<file path="config.mk">
export PLATFORM = sky130hd
export DESIGN_NAME = axi4_stream_src_flat
export DESIGN_NICKNAME = d
export VERILOG_FILES = /design/src/rtl/axi4_stream_src_pkg.sv /design/src/rtl/axi4_stream_src_if.sv /design/src/rtl/axi4_stream_lfsr.sv /design/src/rtl/axi4_stream_src.sv /design/src/flat_wrapper.sv
export SDC_FILE = /design/constraint.sdc
export NUM_CORES = 1
export LEC_CHECK = 0
export ABC_AREA = 1
export ABC_CLOCK_PERIOD_IN_PS = 7500
export BUFFER_PORTS_ARGS = -buffer_cell sky130_fd_sc_hd__buf_2
export CORE_UTILIZATION = 35
export CTS_CLUSTER_SIZE = 30
export DETAILED_ROUTE_END_ITERATION = 10
export PLACE_DENSITY = 0.56
export SLEW_MARGIN = 20
export SYNTH_ARGS = -nofsm -noshare
export SYNTH_HDL_FRONTEND = slang
export SYNTH_SLANG_ARGS = --single-unit
</file>
<file path="constraint.sdc">
create_clock -name ACLK -period 7.5 [get_ports ACLK]
set_clock_uncertainty 0.05 [all_clocks]
set_input_delay 0.75 -clock ACLK [delete_from_list [all_inputs] [get_ports ACLK]]
set_output_delay 0.75 -clock ACLK [all_outputs]
set_load 0.02 [all_outputs]
</file>
<file path="src/rtl/axi4_stream_src_pkg.sv">
// axi4_stream_src_pkg: shared types and constants for the AXI4-Stream source.
//   state_t    : packet FSM state (IDLE, SEND)
//   LFSR_SEED  : reset value of the throttle LFSR
//   LFSR_TAPS  : Fibonacci tap mask for x^16+x^14+x^13+x^11+1
//   lfsr_next(): one left-shift step of the LFSR
package axi4_stream_src_pkg;

  typedef enum logic {IDLE = 1'b0, SEND = 1'b1} state_t;

  localparam logic [15:0] LFSR_SEED = 16'hACE1;
  localparam logic [15:0] LFSR_TAPS = 16'hB400;

  // Taps at bits 15,13,12,10 feed the XOR; the result shifts in at bit 0.
  function automatic logic [15:0] lfsr_next(input logic [15:0] s);
    return {s[14:0], ^(s & LFSR_TAPS)};
  endfunction

endpackage

</file>
<file path="src/rtl/axi4_stream_src_if.sv">
// axi4_stream_src_if: command + AXI4-Stream bundle for axi4_stream_src.
//   cmd_vld/cmd_rdy/cmd_len/cmd_dat/cmd_thr : packet command handshake
//   TVALID/TREADY/TDATA/TKEEP/TLAST         : AXI4-Stream master channel
//   master : the source side (consumes commands, drives the stream)
//   slave  : the environment side (issues commands, sinks the stream)
interface axi4_stream_src_if #(
  parameter int DW = 32,
  parameter int LW = 16
) ();
  localparam int BW = DW / 8;

  logic          cmd_vld;
  logic          cmd_rdy;
  logic [LW-1:0] cmd_len;
  logic [DW-1:0] cmd_dat;
  logic [7:0]    cmd_thr;

  logic          TVALID;
  logic          TREADY;
  logic [DW-1:0] TDATA;
  logic [BW-1:0] TKEEP;
  logic          TLAST;

  modport master (
    input  cmd_vld, cmd_len, cmd_dat, cmd_thr, TREADY,
    output cmd_rdy, TVALID, TDATA, TKEEP, TLAST
  );

  modport slave (
    output cmd_vld, cmd_len, cmd_dat, cmd_thr, TREADY,
    input  cmd_rdy, TVALID, TDATA, TKEEP, TLAST
  );
endinterface

</file>
<file path="src/rtl/axi4_stream_lfsr.sv">
// axi4_stream_lfsr: 16-bit Fibonacci LFSR used to throttle stream valid.
//   i_clk  : clock, rising edge
//   i_rst  : asynchronous active-high reset, loads LFSR_SEED
//   i_en   : advance one step per cycle when high
//   o_lfsr : current LFSR state
module axi4_stream_lfsr
  import axi4_stream_src_pkg::*;
(
  input  logic        i_clk,
  input  logic        i_rst,
  input  logic        i_en,
  output logic [15:0] o_lfsr
);
  logic [15:0] r_lfsr;

  always_ff @(posedge i_clk or posedge i_rst) begin
    if (i_rst)     r_lfsr <= LFSR_SEED;
    else if (i_en) r_lfsr <= lfsr_next(r_lfsr);
  end

  assign o_lfsr = r_lfsr;
endmodule

</file>
<file path="src/rtl/axi4_stream_src.sv">
// axi4_stream_src: turns a (length, start value, throttle) command into one
// AXI4-Stream packet of incrementing beats with correct TKEEP/TLAST, with
// optional pseudo-random idle cycles between beats.
//   ACLK, ARESET : clock and asynchronous active-high reset
//   bus          : command + stream bundle (master modport)
//   busy         : a packet is in progress
//   pkt_cnt      : completed packets, wraps at 2^32
// Every output is a flop; TREADY and cmd_vld only reach next-state logic.
module axi4_stream_src
  import axi4_stream_src_pkg::*;
#(
  parameter int DW = 32,
  parameter int LW = 16
) (
  input  logic                     ACLK,
  input  logic                     ARESET,
  axi4_stream_src_if.master        bus,
  output logic                     busy,
  output logic [31:0]              pkt_cnt
);
  localparam int BW = DW / 8;

  state_t        r_state;
  logic [LW-1:0] r_beat;      // index of the beat being presented / pending
  logic [LW-1:0] r_last_idx;  // N-1
  logic [LW-1:0] r_rem;       // len mod BW, bytes valid in the last beat
  logic [DW-1:0] r_dat;
  logic [7:0]    r_thr;

  logic          r_cmd_rdy, r_busy, r_tvalid, r_tlast;
  logic [DW-1:0] r_tdata;
  logic [BW-1:0] r_tkeep;
  logic [31:0]   r_pkt_cnt;

  logic [15:0]   w_lfsr;
  logic          w_unused;
  logic          w_beat_hs, w_thr_ok, w_is_last;
  logic [LW-1:0] w_beat_nxt;
  logic [BW-1:0] w_keep_last;

  axi4_stream_lfsr u_lfsr (
    .i_clk  (ACLK),
    .i_rst  (ARESET),
    .i_en   (1'b1),
    .o_lfsr (w_lfsr)
  );

  assign w_unused   = ^w_lfsr[15:8];
  assign w_thr_ok   = (w_lfsr[7:0] >= r_thr);
  assign w_beat_hs  = r_tvalid & bus.TREADY;
  // A handshake moves to the next beat so it can be presented back-to-back.
  assign w_beat_nxt = w_beat_hs ? r_beat + LW'(1) : r_beat;
  assign w_is_last  = (w_beat_nxt == r_last_idx);

  // Remainder 0 means the last beat is full.
  always_comb begin
    w_keep_last = '0;
    for (int i = 0; i < BW; i++)
      w_keep_last[i] = (r_rem == '0) || (LW'(i) < r_rem);
  end

  always_ff @(posedge ACLK or posedge ARESET) begin
    if (ARESET) begin
      r_state    <= IDLE;
      r_beat     <= '0;
      r_last_idx <= '0;
      r_rem      <= '0;
      r_dat      <= '0;
      r_thr      <= '0;
      r_cmd_rdy  <= 1'b1;
      r_busy     <= 1'b0;
      r_tvalid   <= 1'b0;
      r_tlast    <= 1'b0;
      r_tdata    <= '0;
      r_tkeep    <= '0;
      r_pkt_cnt  <= '0;
    end else begin
      case (r_state)
        IDLE: begin
          // cmd_rdy is high throughout IDLE, so cmd_vld alone is the handshake.
          if (bus.cmd_vld) begin
            r_dat      <= bus.cmd_dat;
            r_thr      <= bus.cmd_thr;
            r_rem      <= bus.cmd_len % LW'(BW);
            r_last_idx <= (bus.cmd_len - LW'(1)) / LW'(BW);
            r_beat     <= '0;
            // Zero-length commands are consumed and dropped.
            if (bus.cmd_len != '0) begin
              r_state   <= SEND;
              r_cmd_rdy <= 1'b0;
              r_busy    <= 1'b1;
            end
          end
        end
        SEND: begin
          if (w_beat_hs && r_tlast) begin
            r_tvalid  <= 1'b0;
            r_tlast   <= 1'b0;
            r_pkt_cnt <= r_pkt_cnt + 32'd1;
            r_state   <= IDLE;
            r_cmd_rdy <= 1'b1;
            r_busy    <= 1'b0;
          end else if (!r_tvalid || w_beat_hs) begin
            // A pending beat is never touched; only an empty slot or a
            // just-accepted beat lets the throttle decide the next cycle.
            r_beat   <= w_beat_nxt;
            r_tvalid <= w_thr_ok;
            r_tdata  <= r_dat + DW'(w_beat_nxt);
            r_tkeep  <= w_is_last ? w_keep_last : '1;
            r_tlast  <= w_thr_ok & w_is_last;
          end
        end
        default: r_state <= IDLE;
      endcase
    end
  end

  assign bus.cmd_rdy = r_cmd_rdy;
  assign bus.TVALID  = r_tvalid;
  assign bus.TDATA   = r_tdata;
  assign bus.TKEEP   = r_tkeep;
  assign bus.TLAST   = r_tlast;
  assign busy        = r_busy;
  assign pkt_cnt     = r_pkt_cnt;
endmodule

</file>
<file path="src/flat_wrapper.sv">
// flat-port wrapper written by rule: the top's interface ports become plain ports
module axi4_stream_src_flat import axi4_stream_src_pkg::*;
#(
  parameter int DW = 32,
  parameter int LW = 16
)
  (ACLK, ARESET, busy, pkt_cnt, bus_cmd_vld, bus_cmd_len, bus_cmd_dat, bus_cmd_thr, bus_TREADY, bus_cmd_rdy, bus_TVALID, bus_TDATA, bus_TKEEP, bus_TLAST);
  axi4_stream_src_if #(.DW(DW), .LW(LW)) bus_i ();
  input  logic ACLK;
  input  logic ARESET;
  output logic busy;
  output logic [31:0] pkt_cnt;
  input wire logic [$bits(bus_i.cmd_vld)-1:0] bus_cmd_vld;
  input wire logic [$bits(bus_i.cmd_len)-1:0] bus_cmd_len;
  input wire logic [$bits(bus_i.cmd_dat)-1:0] bus_cmd_dat;
  input wire logic [$bits(bus_i.cmd_thr)-1:0] bus_cmd_thr;
  input wire logic [$bits(bus_i.TREADY)-1:0] bus_TREADY;
  output wire logic [$bits(bus_i.cmd_rdy)-1:0] bus_cmd_rdy;
  output wire logic [$bits(bus_i.TVALID)-1:0] bus_TVALID;
  output wire logic [$bits(bus_i.TDATA)-1:0] bus_TDATA;
  output wire logic [$bits(bus_i.TKEEP)-1:0] bus_TKEEP;
  output wire logic [$bits(bus_i.TLAST)-1:0] bus_TLAST;
  assign bus_i.cmd_vld = bus_cmd_vld;
  assign bus_i.cmd_len = bus_cmd_len;
  assign bus_i.cmd_dat = bus_cmd_dat;
  assign bus_i.cmd_thr = bus_cmd_thr;
  assign bus_i.TREADY = bus_TREADY;
  assign bus_cmd_rdy = bus_i.cmd_rdy;
  assign bus_TVALID = bus_i.TVALID;
  assign bus_TDATA = bus_i.TDATA;
  assign bus_TKEEP = bus_i.TKEEP;
  assign bus_TLAST = bus_i.TLAST;
  axi4_stream_src #(.DW(DW), .LW(LW)) u_core (.ACLK(ACLK), .ARESET(ARESET), .bus(bus_i), .busy(busy), .pkt_cnt(pkt_cnt));
endmodule
</file>
# [Word-level counts from Yosys, hierarchy flattened]
# Cells that the tools add are included.
[word_totals] in_bits=60 reg_bits=161 out_inout_bits=72
[classes] muxes=22 n_addsub=4 n_eq_ne=6 magnitude_cmp=5 reduce_logical=17 bitwise=4
[ops] operator="$mux 16" count=4
[ops] operator="$add 32x1->32 const B" count=1
[ops] operator="$add 32x16->32" count=1
[ops] operator="$pmux 16 s2" count=1
[ops] operator="$add 16x1->16 const B" count=1
[ops] operator="$eq 16x14->1" count=1
[ops] operator="$logic_not 16->1" count=1
[ops] operator="$reduce_bool 16->1" count=1
[ops] operator="$reduce_xor 16->1" count=1
[ops] operator="$sub 16x1->16 const B" count=1
[ops] operator="$mux 1" count=13
[ops] operator="$reduce_and 3->1" count=3
[ops] operator="$ge 8x8->1" count=1
[ops] operator="$ne 2x2->1 const B" count=4
[ops] operator="$pmux 1 s2" count=3
[ops] operator="$reduce_and 2->1" count=3
[ops] operator="$logic_or 1x1->1" count=5
[ops] operator="$lt 1x2->1 const A" count=2
[ops] operator="$lt 2x2->1 const A" count=2
[ops] operator="$mux 4" count=1
[ops] operator="$and 1x1->1" count=2
[ops] operator="$ne 2x1->1 const B" count=1
[ops] operator="$not 1->1" count=2
[ops] operator="$reduce_bool 2->1" count=1
[ops] operator="other kinds (2)" count=2

# [Logic depth before layout (Yosys ltp)]
# Gate-level depths: netlist (run 1).
[logic_depth] word_depth=6 ltp_mapped=20 ltp_nobuf=20

# [Hierarchy]
# Synthesis (run 1) repeated with hierarchy kept, for this count alone.
[unflattened] cells_unflattened=1164 hier_area_um2=9029.9
[modules_own_cells] mod="axi4_stream_src" n_inst=1 cells_per_inst=1086 seq_area_each_um2=3629.7 area_per_inst_um2=8339.2
[modules_own_cells] mod="axi4_stream_lfsr" n_inst=1 cells_per_inst=78 seq_area_each_um2=410.4 area_per_inst_um2=690.7

# [Worst setup path before layout (run 1)]
# OpenSTA, ideal clock, no wires.
[synth_timing] kind="input port to flip-flop" from="input port bus_TREADY" to="register u_core.r_tdata[17] (netlist: u_core.bus.TDATA[17])" path_stages=19 arrival_time_ns=2.740 path_buffers=1 setup_time_ns=0.118 required_ns=7.332 path_slack_ns=4.592 cell_sequence="nand2_4 -> nor2_1 -> nand3_1 -> nor2_1 -> nand2_1 -> nand2_1 -> inv_1 -> ha_1 -> clkbuf_1 -> nand2_1 -> nor2_1 -> inv_1 -> nor2_1 -> nor2_1 -> nand2_1 -> a21oi_1 -> or2_2 -> nand3_1 -> nand2_1"
[synth_between] elab_chain_len=4
[synth_lines] element="from (decl)" line="flat_wrapper.sv:17" text="input wire logic [$bits(bus_i.TREADY)-1:0] bus_TREADY;"
[synth_lines] element="$and 1x1->1 *" line="axi4_stream_src.sv:50" text="assign w_beat_hs = r_tvalid & bus.TREADY;"
[synth_lines] element="branches (longest 3 deep; another with $add 32x16->32)"
[synth_lines] element="to (signal assigned)" line="axi4_stream_src.sv:108" text="r_tdata <= r_dat + DW'(w_beat_nxt);"
[synth_lines] element="to (decl)" line="axi4_stream_src.sv:31" text="logic [DW-1:0] r_tdata;"
# Every way passes the cells marked *.
# A chain may end at the register's enable or synchronous reset.

# [Worst setup path after layout (run 1)]
[layout_timing] from="register u_core.r_beat[1]" to="register u_core.r_tdata[15] (netlist: u_core.bus.TDATA[15])"
[layout_between] elab_chain_len=3
[layout_lines] element="from (decl)" line="axi4_stream_src.sv:24" text="logic [LW-1:0] r_beat;"
[layout_lines] element="from (signal assigned)" line="axi4_stream_src.sv:106" text="r_beat <= w_beat_nxt;"
[layout_lines] element="$add 16x1->16" line="axi4_stream_src.sv:52" text="assign w_beat_nxt = w_beat_hs ? r_beat + LW'(1) : r_beat;"
[layout_lines] element="$mux 16 *" line="axi4_stream_src.sv:52"
[layout_lines] element="$add 32x16->32 *" line="axi4_stream_src.sv:108"
# Mark *: on every way between the ends. The rest lies on a longest branch, timed or not.

==> results.py, run 1 <==
metrics = {
    "clock_tree": {
        "clock-sinks": 161,
        "clkTransAtPathRegs_ns": 0.08,
        "ctsResizeCount": 0,
        "cts-root-buf": "clkbuf_16",
        "holdBufCountCts": 0,
        "cts_setup_buffers": 0,
        "htreeDepth": 4,
        "clock_path_buffers": 2,
        "numCtsBuffers": 17,
        "clk-insertion-delay-late_ns": 0.43,
        "cts_tree": "built",
    },
    "synthesis": {
        "ys.warnings.count": 0,
        "async_reset_ff_share_pct": 100.0,
        "avgSynthCellArea_um2": 7.776,
        "yosysSeqAreaShare_pct": 45.98,
        "synth_top_area_cell": "dfrtp_1",
        "ys.flop_type": "dfrtp_1",
        "synth_top_area_share_pct": 43.29,
        "ys_ff_latch": 161,
        "yosysUniqueCellTypes": 37,
        "synth.most_common_cell": "nand2_1",
        "syn_area_um2": 8787,
        "synthesis.nets": 1223,
        "synth-edff-count": 0,
        "synthTopCellsByArea": "dfrtp_1, nand2_1, inv_1",
        "synthTopCellsByCount": "nand2_1, dfrtp_1, inv_1",
        "synthCells": 1130,
    },
    "sta": {
        "fin_ws_ns": 4.340,
        "max_freq_ghz": 0.3165,
        "period_share_pct": 42.13,
        "setup_viol": 0,
        "tightest_slew_ns": 0.8907,
        "min_period_ns": 3.160,
        "hold_violations": 0,
        "drv_slew": 0,
        "grt_setup_unrepaired": "no",
        "relSlewSlack_pct": 40.62,
        "finalHoldWorstSlack_ns": 0.3037,
        "fin_tns_setup_ns": 0,
    },
    "placement": {
        "port_buffers": 131,
        "gp_congestion": 0.9114,
        "dpl_worst_slack_ns": 3.871,
        "placed_cells": 1569,
        "dpl.hpwl_mm": 17.80,
        "dpl_cell_area_um2": 9814,
    },
    "die": {
        "initial_core_util_pct": 35.92,
        "ios": 132,
        "die_area_um2": 25740,
        "core_um2": 24460,
        "dieHeight_um": 160.5,
        "fp.dieW_um": 160.5,
        "fp-row-count": 57,
    },
    "routing": {
        "viasPerCell": 4.795,
        "first_pass_iters": 4,
        "drt-initial-drc-count": 543,
        "routedWlPerCell_um": 14.80,
        "antenna_left": 0,
        "vias": 7676,
        "drc": 0,
        "drt_wl_total_mm": 23.70,
    },
    "layout": {
        "stdcell_count": 1601,
        "area_growth_pct": 18.71,
        "nets": 1357,
        "final_area_um2": 10430,
        "diodes": 0,
        "drive_gt1_share_pct": 16.76,
    },
    "global_routing": {
        "grt_pass1_vias": 7605,
        "antenna_found_initial": 0,
        "grt-ovfl-total": 0,
        "track_usage_pct": 19.50,
        "grt_max_degree": 64,
        "grt_pass1_wl_mm": 39.44,
    },
    "pwr": {
        "switching_share_pct": 41.23,
        "p_seq_share_pct": 38.7,
        "pwr-share-clk_pct": 26.5,
        "switchingPower_w": 0.001403,
        "p_leak_nw": 5.323,
        "p_comb_share_pct": 34.7,
        "power.internal_w": 0.001999,
        "ir_drop_mv": 0.1386,
        "p_per_area_nw_per_um2": 326.2,
    },
    "setup_path": {
        "crit_path_end_kind": "flop",
        "slowest_delay_ns": 0.41,
        "cpMostUsedCell": "nand2_1",
        "start_kind": "flop",
        "critPathSlowestCell": "dfrtp_1",
        "arrival_ns": 3.38,
        "path_cells": "ha_1 -> nand2_1 -> nor2_1 -> nand3_1 -> nand2_1 -> inv_1 -> ha_1 -> nand2_1 -> inv_1 -> a21oi_1 -> nand2_1 -> nand2_1 -> nand2_1 -> nand2_1 -> nand2_1 -> xnor2_1 -> o21ai_0",
        "crit_type": "flop to flop",
        "path_max_fanout": 4,
        "worstPathRequired_ns": 7.72,
    },
    "flow_run": {
        "drv_cap": 0,
    },
    "min_path": {
        "hp-class": "flop to flop",
    },
    "status": {
        "status": "finished, final reports clean",
    },
}
worst max-delay path: cells and delay by family, from the launching register on:
| family | cells | cell delay [ns] |
|---|---|---|
| adders and majority gates | 2 | 0.57 |
| DFF | 1 | 0.41 |
| AOI/OAI and AO/OA | 2 | 0.37 |
| and+or+nand+nor | 10 | 1.22 |
| buffers and inverters | 2 | 0.11 |
| xor gates and xnor gates | 1 | 0.26 |
final cells by class:
cell class              count  area (um^2)
flip-flops and latches    161         4040
clock inverters            15        190.2
repair buffers            136        693.2
well taps                 324        405.4
multi-input cells         796         4099
fillers                  2538        14030
inverters                 152        578.1
clock buffers              17        425.4
kinds of logic after synthesis:
logic type                 synth area share (%)
and+or+nand+nor                           28.86
buffers and inverters                     7.404
DFF                                       45.98
AOI/OAI and AO/OA                         8.187
xor gates and xnor gates                  4.784
adders and majority gates                 4.784
power groups by stage:
stage	logic, W	clock network [W]	registers, W
after floorplan	0.000730	0	0.00137
after global placement	0.00118	0	0.00133
after detailed placement	0.00120	0	0.00133
after CTS	0.00120	0.000927	0.00132
after global routing	0.00136	0.000963	0.00135
final	0.00118	0.000902	0.00132
placed cells by master, fill, tap and decap left out, types with 5 or more instances in the layout:
| master | Yosys | final |
|---|---|---|
| inv_1 | 148 | 147 |
| o22ai_1 | 15 | 15 |
| nand3_1 | 67 | 67 |
| nand3b_1 | 5 | 5 |
| nor2_4 | 8 | 8 |
| nor3_1 | 18 | 18 |
| or2_2 | 9 | 9 |
| nand4_1 | 26 | 26 |
| nor4_1 | 5 | 5 |
| dfrtp_1 | 152 | 152 |
| ha_1 | 32 | 32 |
| xnor2_1 | 15 | 15 |
| nor2_1 | 93 | 92 |
| a31oi_1 | 8 | 8 |
| clkbuf_16 | 0 | 17 |
| o21ai_0 | 72 | 72 |
| nand2_1 | 338 | 338 |
| xor2_1 | 33 | 33 |
| buf_4 | 0 | 5 |
| buf_2 | 0 | 131 |
| a21oi_1 | 26 | 26 |
| nor2_2 | 4 | 5 |
| dfstp_2 | 9 | 9 |
| nand2_2 | 5 | 5 |
registers in the layout (all words and copies together) (netlist names):
register,count
u_core.bus.TDATA,32
u_core.pkt_cnt,32
u_core.r_dat,32
u_core.r_beat,16
u_core.u_lfsr.o_lfsr,16
u_core.r_last_idx,14
u_core.r_thr,8
u_core.bus.TKEEP,4
u_core.r_rem,2
u_core.bus.TLAST,1
u_core.bus.TVALID,1
u_core.bus.cmd_rdy,1
u_core.busy,1
u_core.r_state,1
per-stage QoR:
| step | power [W] | util (%) |
|---|---|---|
| after global placement | 0.002518 | 40.12 |
| after floorplan | 0.002104 | - |
| after global routing | 0.003677 | 42.64 |
| final | 0.003402 | 42.64 |
| after detailed placement | 0.002530 | 40.12 |
| after CTS | 0.003450 | 42.64 |
path summary, 6_finish.rpt:
check | startpoint | to | slack, ns | cells past startpoint
hold / removal | u_core.u_lfsr.o_lfsr[9] | u_core.u_lfsr.o_lfsr[10] | 0.30 | 0
setup / recovery | u_core.r_beat[1] | u_core.bus.TDATA[15] | 4.34 | 17
hold reg to reg | u_core.u_lfsr.o_lfsr[9] | u_core.u_lfsr.o_lfsr[10] | 0.30 | 0
max in group asynchronous | ARESET | u_core.r_beat[12] | 5.95 | 3
setup reg to reg | u_core.r_beat[1] | u_core.bus.TDATA[15] | 4.34 | 17
min in group asynchronous | ARESET | u_core.pkt_cnt[29] | 0.34 | 2
per-layer routing:
layer  global-route usage [%]  vias up  part of all wire (%)
met2                    32.13      187                    46
met4                    6.017        0                   2.1
li1                         -     3885                     -
met5                        0        -                     0
met1                    25.96     3578                    48
met3                    3.512       26                   3.8
(Power assumes the default switching activity.)
==> inputs of run 2 (changes only) <==
--- a/config.mk
+++ b/config.mk
@@ -6,12 +6,12 @@
 export NUM_CORES = 1
 export LEC_CHECK = 0
 export ABC_AREA = 1
-export ABC_CLOCK_PERIOD_IN_PS = 7500
+export ABC_CLOCK_PERIOD_IN_PS = 2900
 export BUFFER_PORTS_ARGS = -buffer_cell sky130_fd_sc_hd__buf_2
 export CORE_UTILIZATION = 35
 export CTS_CLUSTER_SIZE = 30
 export DETAILED_ROUTE_END_ITERATION = 10
-export PLACE_DENSITY = 0.56
+export PLACE_DENSITY = 0.58
 export SLEW_MARGIN = 20
 export SYNTH_ARGS = -nofsm -noshare
 export SYNTH_HDL_FRONTEND = slang
==> constraint.sdc (replaced) <==
create_clock -name ACLK -period 2.9 [get_ports ACLK]
set_clock_uncertainty 0.05 [all_clocks]
set_input_delay 0.29 -clock ACLK [delete_from_list [all_inputs] [get_ports ACLK]]
set_output_delay 0.29 -clock ACLK [all_outputs]
set_load 0.02 [all_outputs]
==> results.py, run 2 (same netlist as run 1, synthesis figures left out) <==
metrics = {
    "layout": {
        "multi_input_area_um2": 4591,
        "area_growth_pct": 32.71,
        "layout_common_cells": "nand2_1, dfrtp_1, inv_1, buf_2, buf_4",
        "stdcell_count": 1685,
        "diodes": 0,
        "drive_gt1_share_pct": 28.73,
        "final_common_cell": "nand2_1",
        "final.fill_count": 2414,
        "nets": 1441,
        "register_area_um2": 4041,
    },
    "die": {
        "die_area_um2": 25740,
        "fp-row-count": 57,
        "fp.dieW_um": 160.5,
        "initial_core_util_pct": 35.92,
        "core_um2": 24460,
        "ios": 132,
        "dieHeight_um": 160.5,
    },
    "setup_path": {
        "crit_type": "flop to flop",
        "start_kind": "flop",
        "worstPathRequired_ns": 3.21,
        "arrival_ns": 3.26,
        "path_max_fanout": 7,
        "crit_path_end_kind": "flop",
    },
    "clock_tree": {
        "clock-sinks": 161,
        "cts-root-buf": "clkbuf_16",
        "numCtsBuffers": 17,
        "clock_path_buffers": 2,
        "clk-insertion-delay-late_ns": 0.42,
        "clkTransAtPathRegs_ns": 0.07,
        "cts_tree": "built",
        "htreeDepth": 4,
    },
    "global_routing": {
        "grt-ovfl-total": 0,
        "grt_pass1_wl_mm": 40.10,
        "track_usage_pct": 19.71,
        "antenna_found_initial": 0,
        "grt_max_degree": 79,
        "grt_pass1_vias": 7764,
    },
    "placement": {
        "gp_congestion": 0.8620,
        "placed_cells": 1624,
        "dpl.hpwl_mm": 18.55,
        "port_buffers": 131,
    },
    "min_path": {
        "hp-class": "primary input to async pin",
    },
    "flow_run": {
        "drv_cap": 0,
    },
    "sta": {
        "finalHoldWorstSlack_ns": -0.008618,
        "min_period_ns": 2.945,
        "fin_ws_ns": -0.04462,
        "setup_viol": 2,
        "relSlewSlack_pct": 41.43,
        "grt_setup_unrepaired": "yes",
        "period_share_pct": 101.5,
        "hold_violations": 4,
        "max_freq_ghz": 0.3396,
        "drv_slew": 0,
        "tightest_slew_ns": 0.8767,
    },
    "routing": {
        "routedWlPerCell_um": 14.89,
        "vias": 8071,
        "drt-initial-drc-count": 569,
        "drt_wl_total_mm": 25.09,
        "viasPerCell": 4.790,
        "drc": 0,
        "first_pass_iters": 5,
        "antenna_left": 0,
    },
    "pwr": {
        "power_w": 0.009911,
        "ir_drop_mv": 0.3688,
        "p_leak_nw": 5.810,
        "p_per_area_nw_per_um2": 850.0,
    },
    "status": {
        "status": "finished with violations",
        "violations": "negative hold slack, negative setup slack",
    },
}
## run 2: worst paths after layout
path / from / end / slack, ns / depth (start not counted)
setup / recovery: u_core.bus.TVALID / u_core.bus.TDATA[31] / -0.04 / 20
hold / removal: ARESET / u_core.r_beat[7] / -0.009 / 2
setup reg to reg: u_core.bus.TVALID / u_core.bus.TDATA[31] / -0.04 / 20
hold reg to reg: u_core.u_lfsr.o_lfsr[9] / u_core.u_lfsr.o_lfsr[10] / 0.30 / 0
max in group asynchronous: ARESET / u_core.u_lfsr.o_lfsr[13] / 2.01 / 3
min in group ACLK: bus_cmd_dat[6] / u_core.r_dat[6] / 0.02 / 3
## run 2: area by class of cell
class	instances	share of cell area, %
Multi-Input combinational cell	796	39.37
Clock buffer	21	3.863
Clock inverter	11	1.738
Inverter	152	4.936
Timing Repair Buffer	220	11.96
Sequential cell	161	34.66
Tap cell	324	3.476
## run 2: metrics by stage
stage	TNS, ns	instance area (um^2)	hold WS, ns	setup slack [ns]	utilization, %
floorplan	0	8791	0.2812	0.1394	-
global placement	-1.034	10290	0.2858	-0.2382	42.06
detailed placement	-1.231	10290	0.2872	-0.2144	42.06
CTS	-0.01945	11080	0.001750	-0.01945	45.31
global route	-0.9959	11660	0.01542	-0.1980	47.67
finish	-0.05189	11660	-0.008618	-0.04462	47.67
## run 2: timing repair
action / CTS / global route
buffers inserted: 3 / 24
hold buffers: 2 / 0
endpoints found under the setup margin: 16 / 21
hold endpoints to repair: 2 / 0
pin swaps: 5 / 46
gates resized for setup: 21 / 110
## run 2: worst max-delay path: stages, from the launching register on
cell and delay, ns:
dfrtp_1 0.39, nand2_4 0.10, nor2_4 0.21, nand2_2 0.10
nor2_4 0.17, buf_6 0.12, nand3_2 0.05, nand2_2 0.12
nand2_4 0.10, ha_4 0.30, nand2_2 0.07, buf_4 0.14
o21a_1 0.19, o21ai_1 0.08, nand2_1 0.06, o211ai_1 0.16
buf_4 0.19, nand2_2 0.05, nand2_2 0.08, nand3_2 0.08
nand2_1 0.09
## run 2: layer usage
| layer | routed length (um) | track usage [%] | vias up |
|---|---|---|---|
| li1 | - | - | 4062 |
| met4 | 374 | 5.844 | 0 |
| met5 | 0 | 0 | - |
| met1 | 11790 | 26.57 | 3789 |
| met2 | 11890 | 32.55 | 195 |
| met3 | 1035 | 3.073 | 25 |
## run 2: power breakdown
part | switching, W | internal [W]
sequential | 0.000541 | 0.00289
clock | 0.000971 | 0.00157
combinational | 0.00236 | 0.00157
total | 0.00388 | 0.00604
